--- src/rtl/seq_multiplier_8_bit.sv ---
// rtl/seq_multiplier_8_bit.sv - unsigned 8x8 shift-and-add multiplier sequencing one ripple adder
// The working register drops the spec's constant-zero carry bit: after every shift it is 0.

module full_adder_8_bit (
  input  logic [7:0] a,
  input  logic [7:0] b,
  input  logic       c_in,
  output logic [7:0] sum,
  output logic       c_out
);

  logic [8:0] carry;

  assign carry[0] = c_in;

  genvar i;
  generate
    for (i = 0; i < 8; i++) begin : g_bit
      assign sum[i]     = a[i] ^ b[i] ^ carry[i];
      assign carry[i+1] = (a[i] & b[i]) | (carry[i] & (a[i] ^ b[i]));
    end
  endgenerate

  assign c_out = carry[8];

endmodule

module seq_multiplier_8_bit (
  input  logic        clk,
  input  logic        reset,
  input  logic        start,
  input  logic [7:0]  a,
  input  logic [7:0]  b,
  output logic        busy,
  output logic        done,
  output logic [15:0] product
);

  localparam logic [1:0] ST_IDLE = 2'd0;
  localparam logic [1:0] ST_RUN  = 2'd1;
  localparam logic [1:0] ST_DONE = 2'd2;

  logic [1:0]  state;
  logic [2:0]  cnt;
  logic [7:0]  m_reg;
  logic [15:0] p_reg;

  logic [7:0]  add_b;
  logic [7:0]  sum;
  logic        c_out;
  logic [15:0] p_next;

  // Current multiplier bit selects whether the multiplicand is added into the high half.
  assign add_b = p_reg[0] ? m_reg : 8'h00;

  full_adder_8_bit u_adder (
    .a     (p_reg[15:8]),
    .b     (add_b),
    .c_in  (1'b0),
    .sum   (sum),
    .c_out (c_out)
  );

  // {c_out, sum, lo} shifted right by one; the adder carry lands in bit 15.
  assign p_next = {c_out, sum, p_reg[7:1]};

  always_ff @(posedge clk) begin
    if (reset) begin
      state   <= ST_IDLE;
      cnt     <= 3'd0;
      m_reg   <= 8'h00;
      p_reg   <= 16'h0000;
      busy    <= 1'b0;
      done    <= 1'b0;
      product <= 16'h0000;
    end else begin
      case (state)
        ST_IDLE, ST_DONE: begin
          done <= 1'b0;
          if (start) begin
            m_reg <= a;
            p_reg <= {8'h00, b};
            cnt   <= 3'd0;
            state <= ST_RUN;
            busy  <= 1'b1;
          end else begin
            state <= ST_IDLE;
          end
        end
        ST_RUN: begin
          p_reg <= p_next;
          cnt   <= cnt + 3'd1;
          if (cnt == 3'd7) begin
            product <= p_next;
            state   <= ST_DONE;
            busy    <= 1'b0;
            done    <= 1'b1;
          end
        end
        default: begin
          state <= ST_IDLE;
          busy  <= 1'b0;
          done  <= 1'b0;
        end
      endcase
    end
  end

endmodule

--- config.mk ---
export PLATFORM = sky130hd
export DESIGN_NAME = seq_multiplier_8_bit
export DESIGN_NICKNAME = d
export VERILOG_FILES = /design/src/rtl/seq_multiplier_8_bit.sv
export SDC_FILE = /design/constraint.sdc
export NUM_CORES = 1
export LEC_CHECK = 0
export CAP_MARGIN = 30
export CORE_MARGIN = 3
export CORE_UTILIZATION = 50
export CTS_CLUSTER_SIZE = 10
export DETAILED_ROUTE_END_ITERATION = 7
export PLACE_DENSITY = 0.78
export SLEW_MARGIN = 25
export SYNTH_ARGS = -nofsm -noshare
export SYNTH_HDL_FRONTEND = slang
export SYNTH_HIERARCHICAL = 1
export SYNTH_SLANG_ARGS = --single-unit
--- constraint.sdc ---
create_clock -name clk -period 10.04 [get_ports clk]
set_clock_uncertainty 0.15 [all_clocks]
set_input_delay 1.004 -clock clk [delete_from_list [all_inputs] [get_ports clk]]
set_output_delay 1.004 -clock clk [all_outputs]
set_load 0.02 [all_outputs]
Yosys cells after proc, flatten, opt, wreduce, memory -nomap -nowiden --
Index checks and enable logic that the tools add are counted.
Cells by class: reduce and logical (&&, ||, !) cells 8, $add $sub $neg 1, eq/ne operators 5, bitwise operators 38, muxes and demuxes 11
Operators by type and width (count):
- case mux 16 bit (2 select lines) | 1
- two-way mux 16 bit | 1
- AND 1 bit | 15
- XOR 1 bit | 15
- two-way mux 8 bit | 1
- AND reduction 2 bit | 4
- bitwise OR 1 bit | 7
- case mux 3 bit (2 select lines) | 1
- inequality test 2 bit (second input constant) | 2
- case mux 2 bit (2 select lines) | 1
- OR reduction 2 bit | 2
- adder 3 x 1 -> 3 bit (second input constant) | 1
- == test 3 bit (second input constant) | 1
- two-way mux 1 bit | 3
- two-way mux 3 bit | 1
- == test 2 x 1 -> 1 bit (second input constant) | 1
- == test 2 bit (second input constant) | 1
- zero test 2 bit | 1
- two-way mux 2 bit | 1
- case mux 1 bit (2 select lines) | 1
- nonzero test 2 bit | 1
- NOT 1 bit | 1
Storage, ports and cells: flip-flop bits (word level) 47, output and inout port bits 18

Depth between registers and ports, before layout --
Gate-level depths: netlist of the first run.
depth in word-level cells 17, mapped depth 15, depth with buffers taken out 15

Modules after synthesis --
Netlist of the first run, hierarchy kept.
Modules (own cells, without submodules):
- seq_multiplier_8_bit | area each 1849.3 um2, cells each 204, instances 1
- full_adder_8_bit | area each 197.7 um2, cells each 18, instances 1

Worst setup path after synthesis of the first run --
Ideal clock, no wire load.
kind register to register, start point reg p_reg[0], end point reg product[14], setup time 0.070 ns, required time 9.820 ns, data arrival time 3.656 ns, cell stages (with the launch flop) 16, setup slack 6.163 ns, path buffers 0, clock period less this slack 3.877 ns, cell sequence dfxtp_1 and2_1 fa_1 inv_1 fa_1 inv_1 fa_1 fa_1 fa_1 fa_1 fa_1 inv_1 fa_1 inv_1 nand2_1 a21oi_1
On the way: word-level cells in the longest chain between the ends 15, elaborated cells between the ends (all ways) 28, those cells by class mux: 1; bitwise: 27
Ends and longest elaborated chain:
- start: declaration | line 46 | logic [15:0] p_reg;
- start signal: assignment | line 82 | p_reg <= {8'h00, b};
- start signal: assignment | line 91 | p_reg <= p_next;
- two-way mux 8 bit | line 54 | assign add_b = p_reg[0] ? m_reg : 8'h00;
- via add_b[0] | line 48 | logic [7:0] add_b;
- AND 1 bit (2 in series) | line 20 | assign carry[i+1] = (a[i] & b[i]) | (carry[i] & (a[i] ^ b[i]));
- bitwise OR 1 bit | line 20
- AND 1 bit | line 20
- bitwise OR 1 bit | line 20
- AND 1 bit | line 20
- bitwise OR 1 bit | line 20
- AND 1 bit | line 20
- bitwise OR 1 bit | line 20
- AND 1 bit | line 20
- bitwise OR 1 bit | line 20
- AND 1 bit | line 20
- bitwise OR 1 bit | line 20
- XOR 1 bit | line 19 | assign sum[i] = a[i] ^ b[i] ^ carry[i];
- via sum[7] | line 49 | logic [7:0] sum;
- end signal: assignment | line 94 | product <= p_next;
- end: declaration | line 36 | output logic [15:0] product
The timed path passes the listed nets, and every way through them passes these cells. A chain may end at the register's enable or synchronous reset.

Worst setup path in the final report of the first run --
Same ends and word-level chain as after synthesis.

==> metrics.cfg, run 1 <==
[logic_synthesis]
synth_warnings=6
syn_area_um2=2047
ys_seq_elements=47
postSynthAreaPerCell_um2=9.221
ys_seq_area_share_pct=45.97
syn_inst=222
yosys.cell_types.count=25
syn-num-nets=251

[critical_path]
path_max_fanout=9
crit_arrival_ns=4.19
cp_data_required_time_ns=10.12
critPathCaptureType=register
crit_type=register to register
crit_path_start_kind=register

[cts]
cts_hold_buf=0
cts.sink_count=47
htreeDepth=2
cts_tree=built
cts_buffers=5
clock_latency_ns=0.29
clk_pin_slew_worst_paths_ns=0.08
root_buffer=clkbuf_8
clockBufferDepth=2
ctsResizeCount=0
cts_setup_buffers=0

[final_layout]
syn2layout_area_growth_pct=20.11
drive_gt1_share_pct=7.540
n_fill_cell=340
final_area_um2=2459
nets=281
diodes=0

[routing]
drc_errors=0
drt_iter0_drc=82
totalWireLength_um=3809
via_count=1542
firstDrtPassIters=4
ant_nets=0
detail_route.wl_per_cell_um=12.70
vias_per_cell=5.140

[pwr]
p_sw_share_pct=23.89
power_leakage_nw=0.9292
power_frac_seq_pct=57.2
powerDensity_nw_per_um2=140.5
p_int_uw=263.0
comb_power_share_pct=10.2
ir_worst_vdd_mv=0.09446
power.switching_uw=82.55
pwr-share-clk_pct=32.6

[global_routing]
grt_pass1_wl_um=6499
antenna_found_initial=0
grt_pass1_vias=1459
grt_max_degree=38
grt_usage_pct=16.49
overflow=0

[sta]
setup_ws_ns=5.930
tns_ns=0
finalHoldViolations=0
fin_crit_ns=4.110
tightest_slew_ns=0.8758
slew-limit-headroom_pct=41.61
fin_crit_sh_pct=40.93
clock.fmax_ghz=0.2433
setup_viol=0
drv_slew=0
grt_setup_unrepaired=false

[placed_design]
pre_cts_slack_ns=5.951
gp_congestion=0.7948
port_buffers=36
hpwl_um=2618
dpl-instance-area_um2=2371

[run_status]
status=finished, final reports clean

[floorplan]
initial_utilization_pct=53.89
dieArea_um2=4898
core-area_um2=3799
die_height_um=69.99
num_rows=22
pin_count=37
dieWidth_um=69.99

[hold_path]
hold_path.class=register to register

[job]
maxCapViolCount=0

## Yosys cell counts, drive strengths merged
master | number | area [µm²]
nor2b | 1 | 8.760
nand2 | 64 | 240.2
o21a | 2 | 15.01
ha | 2 | 25.02
nand2b | 3 | 18.77
and2 | 9 | 56.30
inv | 10 | 37.54
nor3 | 1 | 16.27
a311oi | 8 | 120.1
and3b | 1 | 8.760
and2b | 1 | 7.510
conb | 1 | 3.750
a21oi | 26 | 130.1
o21ai | 1 | 5.000
buf | 11 | 92.59
nand3 | 1 | 5.000
nor2 | 11 | 48.80
nand3b | 1 | 7.510
dfxtp | 47 | 940.9
a22o | 10 | 87.58
clkbuf | 3 | 11.26
fa | 8 | 160.2
## final cells by class
cell class                      count  area (µm²)  area share (%)
Inverter                           10       37.54           1.527
Clock buffer                        6       82.58           3.359
Tap cell                           48       60.06           2.443
Timing Repair Buffer               37       367.9           14.96
Sequential cell                    47       940.9           38.27
Multi-Input combinational cell    151       964.7           39.24
Clock inverter                      1       5.005          0.2036
## worst max-delay path, stage by stage, from the launching register on
cell and delay, ns:
dfxtp_1 0.38, and2_1 0.20, fa_1 0.38, inv_1 0.07
fa_1 0.15, inv_1 0.05, fa_1 0.38, fa_1 0.39
fa_1 0.39, fa_1 0.40, fa_1 0.37, inv_1 0.07
fa_1 0.40, inv_1 0.08, nand2_1 0.05, a21oi_1 0.13
## cell usage in the layout, fill, tap and decap left out, drive strengths merged, types with 2 or more instances in the layout
cell type	instances
clkbuf	6
a21oi	26
nand2b	3
dfxtp	47
a311oi	8
and2	9
fa	8
inv	10
ha	2
nor2	11
nand2	64
clkdlybuf4s50	36
o21a	2
a22o	10
## power by group through the flow
stage / registers, mW / clock network, mW / logic, mW
floorplan: 0.201 / 0 / 0.0263
global placement: 0.202 / 0 / 0.0350
finish: 0.198 / 0.113 / 0.0352
CTS: 0.198 / 0.115 / 0.0356
global route: 0.199 / 0.123 / 0.0390
detailed placement: 0.202 / 0 / 0.0355
## cell families after synthesis
logic type               share of synthesized area [%]
AO/OA/AOI/OAI                                    17.48
AND/OR/NAND/NOR                                  20.42
buffers and inverters                            6.907
other                                           0.1832
adder cells (fa/ha/maj)                          9.046
flip-flops                                       45.97
## layer usage
metal / global-route usage (%) / share of wire, % / vias to the layer above
li1: - / - / 784
met1: 21.44 / 48 / 726
met2: 26.44 / 47 / 28
met3: 4.029 / 4.5 / 4
met4: 6.170 / 1.2 / 0
met5: 0 / 0 / -
## path summary, 6_finish.rpt
path | start | end | slack, ns | cells after the start
worst max register to register | p_reg[0]$_SDFFE_PP0P_ | product[14]$_SDFFE_PP0P_ | 5.93 | 15
worst max-delay path | p_reg[0]$_SDFFE_PP0P_ | product[14]$_SDFFE_PP0P_ | 5.93 | 15
worst min-delay path | m_reg[1]$_SDFFE_PP0P_ | m_reg[1]$_SDFFE_PP0P_ | 0.31 | 2
worst min register to register | m_reg[1]$_SDFFE_PP0P_ | m_reg[1]$_SDFFE_PP0P_ | 0.31 | 2
## stage by stage
step | total power, mW | cells | hold slack (ns) | utilization [%]
2_1_floorplan | 0.2274 | 222 | 0.2817 | -
3_3_place_gp | 0.2369 | 293 | 0.2907 | 62.42
3_5_place_dp | 0.2374 | 293 | 0.2933 | 62.42
4_1_cts | 0.3485 | 300 | 0.3052 | 64.72
5_1_grt | 0.3610 | 300 | 0.3268 | 64.72
6_report | 0.3455 | 300 | 0.3068 | 64.72
Note: power is estimated with default switching activity, not from simulation.
==> run 2, diff against run 1 <==
clock period = 3.9 ns   (was 10.04 ns; I/O delays follow)
==> run 2 against run 1 <==
Core utilization rose by 1.4 points. Global-route usage rose by 1.1 points. Clock-buffer cell count did not move. Design area rose by 2.1%. First-iteration DRC count rose by 32%. Cell count rose by 0.67%. Combinational power rose to 2.7 times the previous value. Largest power group unchanged. Clock power rose to 3.3 times the previous value.
==> metrics.cfg, run 2 (synthesis results as in run 1) <==
[run_status]
status=finished, final reports clean

[cts]
cts_tree=built
root_buffer=clkbuf_8
cts_hold_buf=0
cts_buffers=5
cts.sink_count=47
clock_latency_ns=0.30
clk_pin_slew_worst_paths_ns=0.09
clockBufferDepth=2
htreeDepth=2

[sta]
finalHoldViolations=0
fin_crit_ns=3.811
fin_crit_sh_pct=97.72
drv_slew=0
slew-limit-headroom_pct=38.20
clock.fmax_ghz=0.2624
tightest_slew_ns=0.9269
setup_viol=0
tns_ns=0
grt_setup_unrepaired=true

[critical_path]
crit_arrival_ns=3.91
cp_num_buf_inv=4
crit_path_start_kind=register
path_max_fanout=2
crit_type=register to register
critPathCaptureType=register
cp_data_required_time_ns=4.00
cp_slowest_cell=fa_1
cp_top_family=adder cells
slowest_delay_ns=0.40
crit_chain=and2_1 > fa_1 > inv_1 > fa_1 > inv_1 > fa_2 > fa_2 > fa_2 > fa_2 > fa_1 > inv_1 > fa_1 > inv_1 > nand2_1 > a21oi_2

[placed_design]
port_buffers=36
dpl-instance-area_um2=2379
dp_cells=294
gp_congestion=0.8018
hpwl_um=2701

[job]
maxCapViolCount=0

[routing]
detail_route.wl_per_cell_um=12.96
ant_nets=0
firstDrtPassIters=4
drt_iter0_drc=108
vias_per_cell=5.099
via_count=1540
totalWireLength_um=3915
drc_errors=0

[pwr]
comb_power_share_pct=9.7
power.switching_uw=224.5
powerDensity_nw_per_um2=386.8
pwr-share-clk_pct=38.0
p_sw_share_pct=23.12
ir_worst_vdd_mv=0.2713
p_int_uw=746.8
power_frac_seq_pct=52.3
power_leakage_nw=0.9386

[final_layout]
nets=282
final_common_cell=nand2_1
final_cell_mix=64 x nand2_1, 46 x dfxtp_1, 36 x clkdlybuf4s50_1
syn2layout_area_growth_pct=22.68
drive_gt1_share_pct=10.63
final_area_um2=2511
final_cells=302
final_util_pct=66.11
diodes=0

[global_routing]
grt_usage_pct=17.55
overflow=0
grt_max_degree=24
grt_pass1_vias=1448
antenna_found_initial=0
grt_pass1_wl_um=6913

[floorplan]
num_rows=22
dieWidth_um=69.99
core-area_um2=3799
die_height_um=69.99
dieArea_um2=4898
initial_utilization_pct=53.89
pin_count=37

[hold_path]
hold_path.class=register to register

## run 2: tightest hold or removal path, cell delays in order, from the launching register on
cell and delay [ns]:
dfxtp_1 0.31, nand2_1 0.05, a21oi_1 0.05
## run 2: layout make-up
cell class / instances / area [µm²]
Clock inverter: 2 / 35.03
Sequential cell: 47 / 942.2
Timing Repair Buffer: 38 / 375.4
Tap cell: 48 / 60.06
Multi-Input combinational cell: 151 / 978.4
Inverter: 10 / 37.54
Clock buffer: 6 / 82.58
Fill cell: 346 / 1287
## run 2: worst paths after layout
| check | startpoint | slack (ns) | depth (start not counted) | end |
|---|---|---|---|---|
| setup / recovery | p_reg[0]$_SDFFE_PP0P_ | 0.09 | 15 | product[14]$_SDFFE_PP0P_ |
| hold / removal | m_reg[4]$_SDFFE_PP0P_ | 0.30 | 2 | m_reg[4]$_SDFFE_PP0P_ |
| setup reg to reg | p_reg[0]$_SDFFE_PP0P_ | 0.09 | 15 | product[14]$_SDFFE_PP0P_ |
| hold reg to reg | m_reg[4]$_SDFFE_PP0P_ | 0.30 | 2 | m_reg[4]$_SDFFE_PP0P_ |
## run 2: repair_timing
| item | 4_1_cts | 5_1_grt |
|---|---|---|
| gates resized for setup | 2 | 4 |
| setup endpoints to repair | 2 | 2 |
| buffers inserted | 0 | 0 |
## run 2: metal layers
layer / vias up / GRT usage, % / wire length [µm]
met1: 718 / 23.52 / 1857
li1: 787 / - / -
met5: - / 0 / 0
met2: 30 / 27.28 / 1843
met3: 5 / 5.755 / 175
met4: 0 / 4.468 / 39
## run 2: through the flow
| step | power (mW) | hold slack, ns | worst slack (ns) |
|---|---|---|---|
| after floorplan | 0.5854 | 0.2817 | 0.02331 |
| after global placement | 0.6112 | 0.2889 | -0.0007501 |
| after detailed placement | 0.6132 | 0.2937 | -0.05001 |
| after CTS | 0.9787 | 0.3050 | 0.01728 |
| after global routing | 1.014 | 0.3268 | -0.01777 |
| final | 0.9714 | 0.3030 | 0.08883 |
## run 2: power groups by stage
| stage | Clock (mW) | Combinational [mW] | Sequential [mW] |
|---|---|---|---|
| floorplan | 0 | 0.0677 | 0.518 |
| global placement | 0 | 0.0929 | 0.518 |
| detailed placement | 0 | 0.0941 | 0.519 |
| CTS | 0.376 | 0.0945 | 0.508 |
| global route | 0.397 | 0.105 | 0.511 |
| finish | 0.369 | 0.0942 | 0.508 |
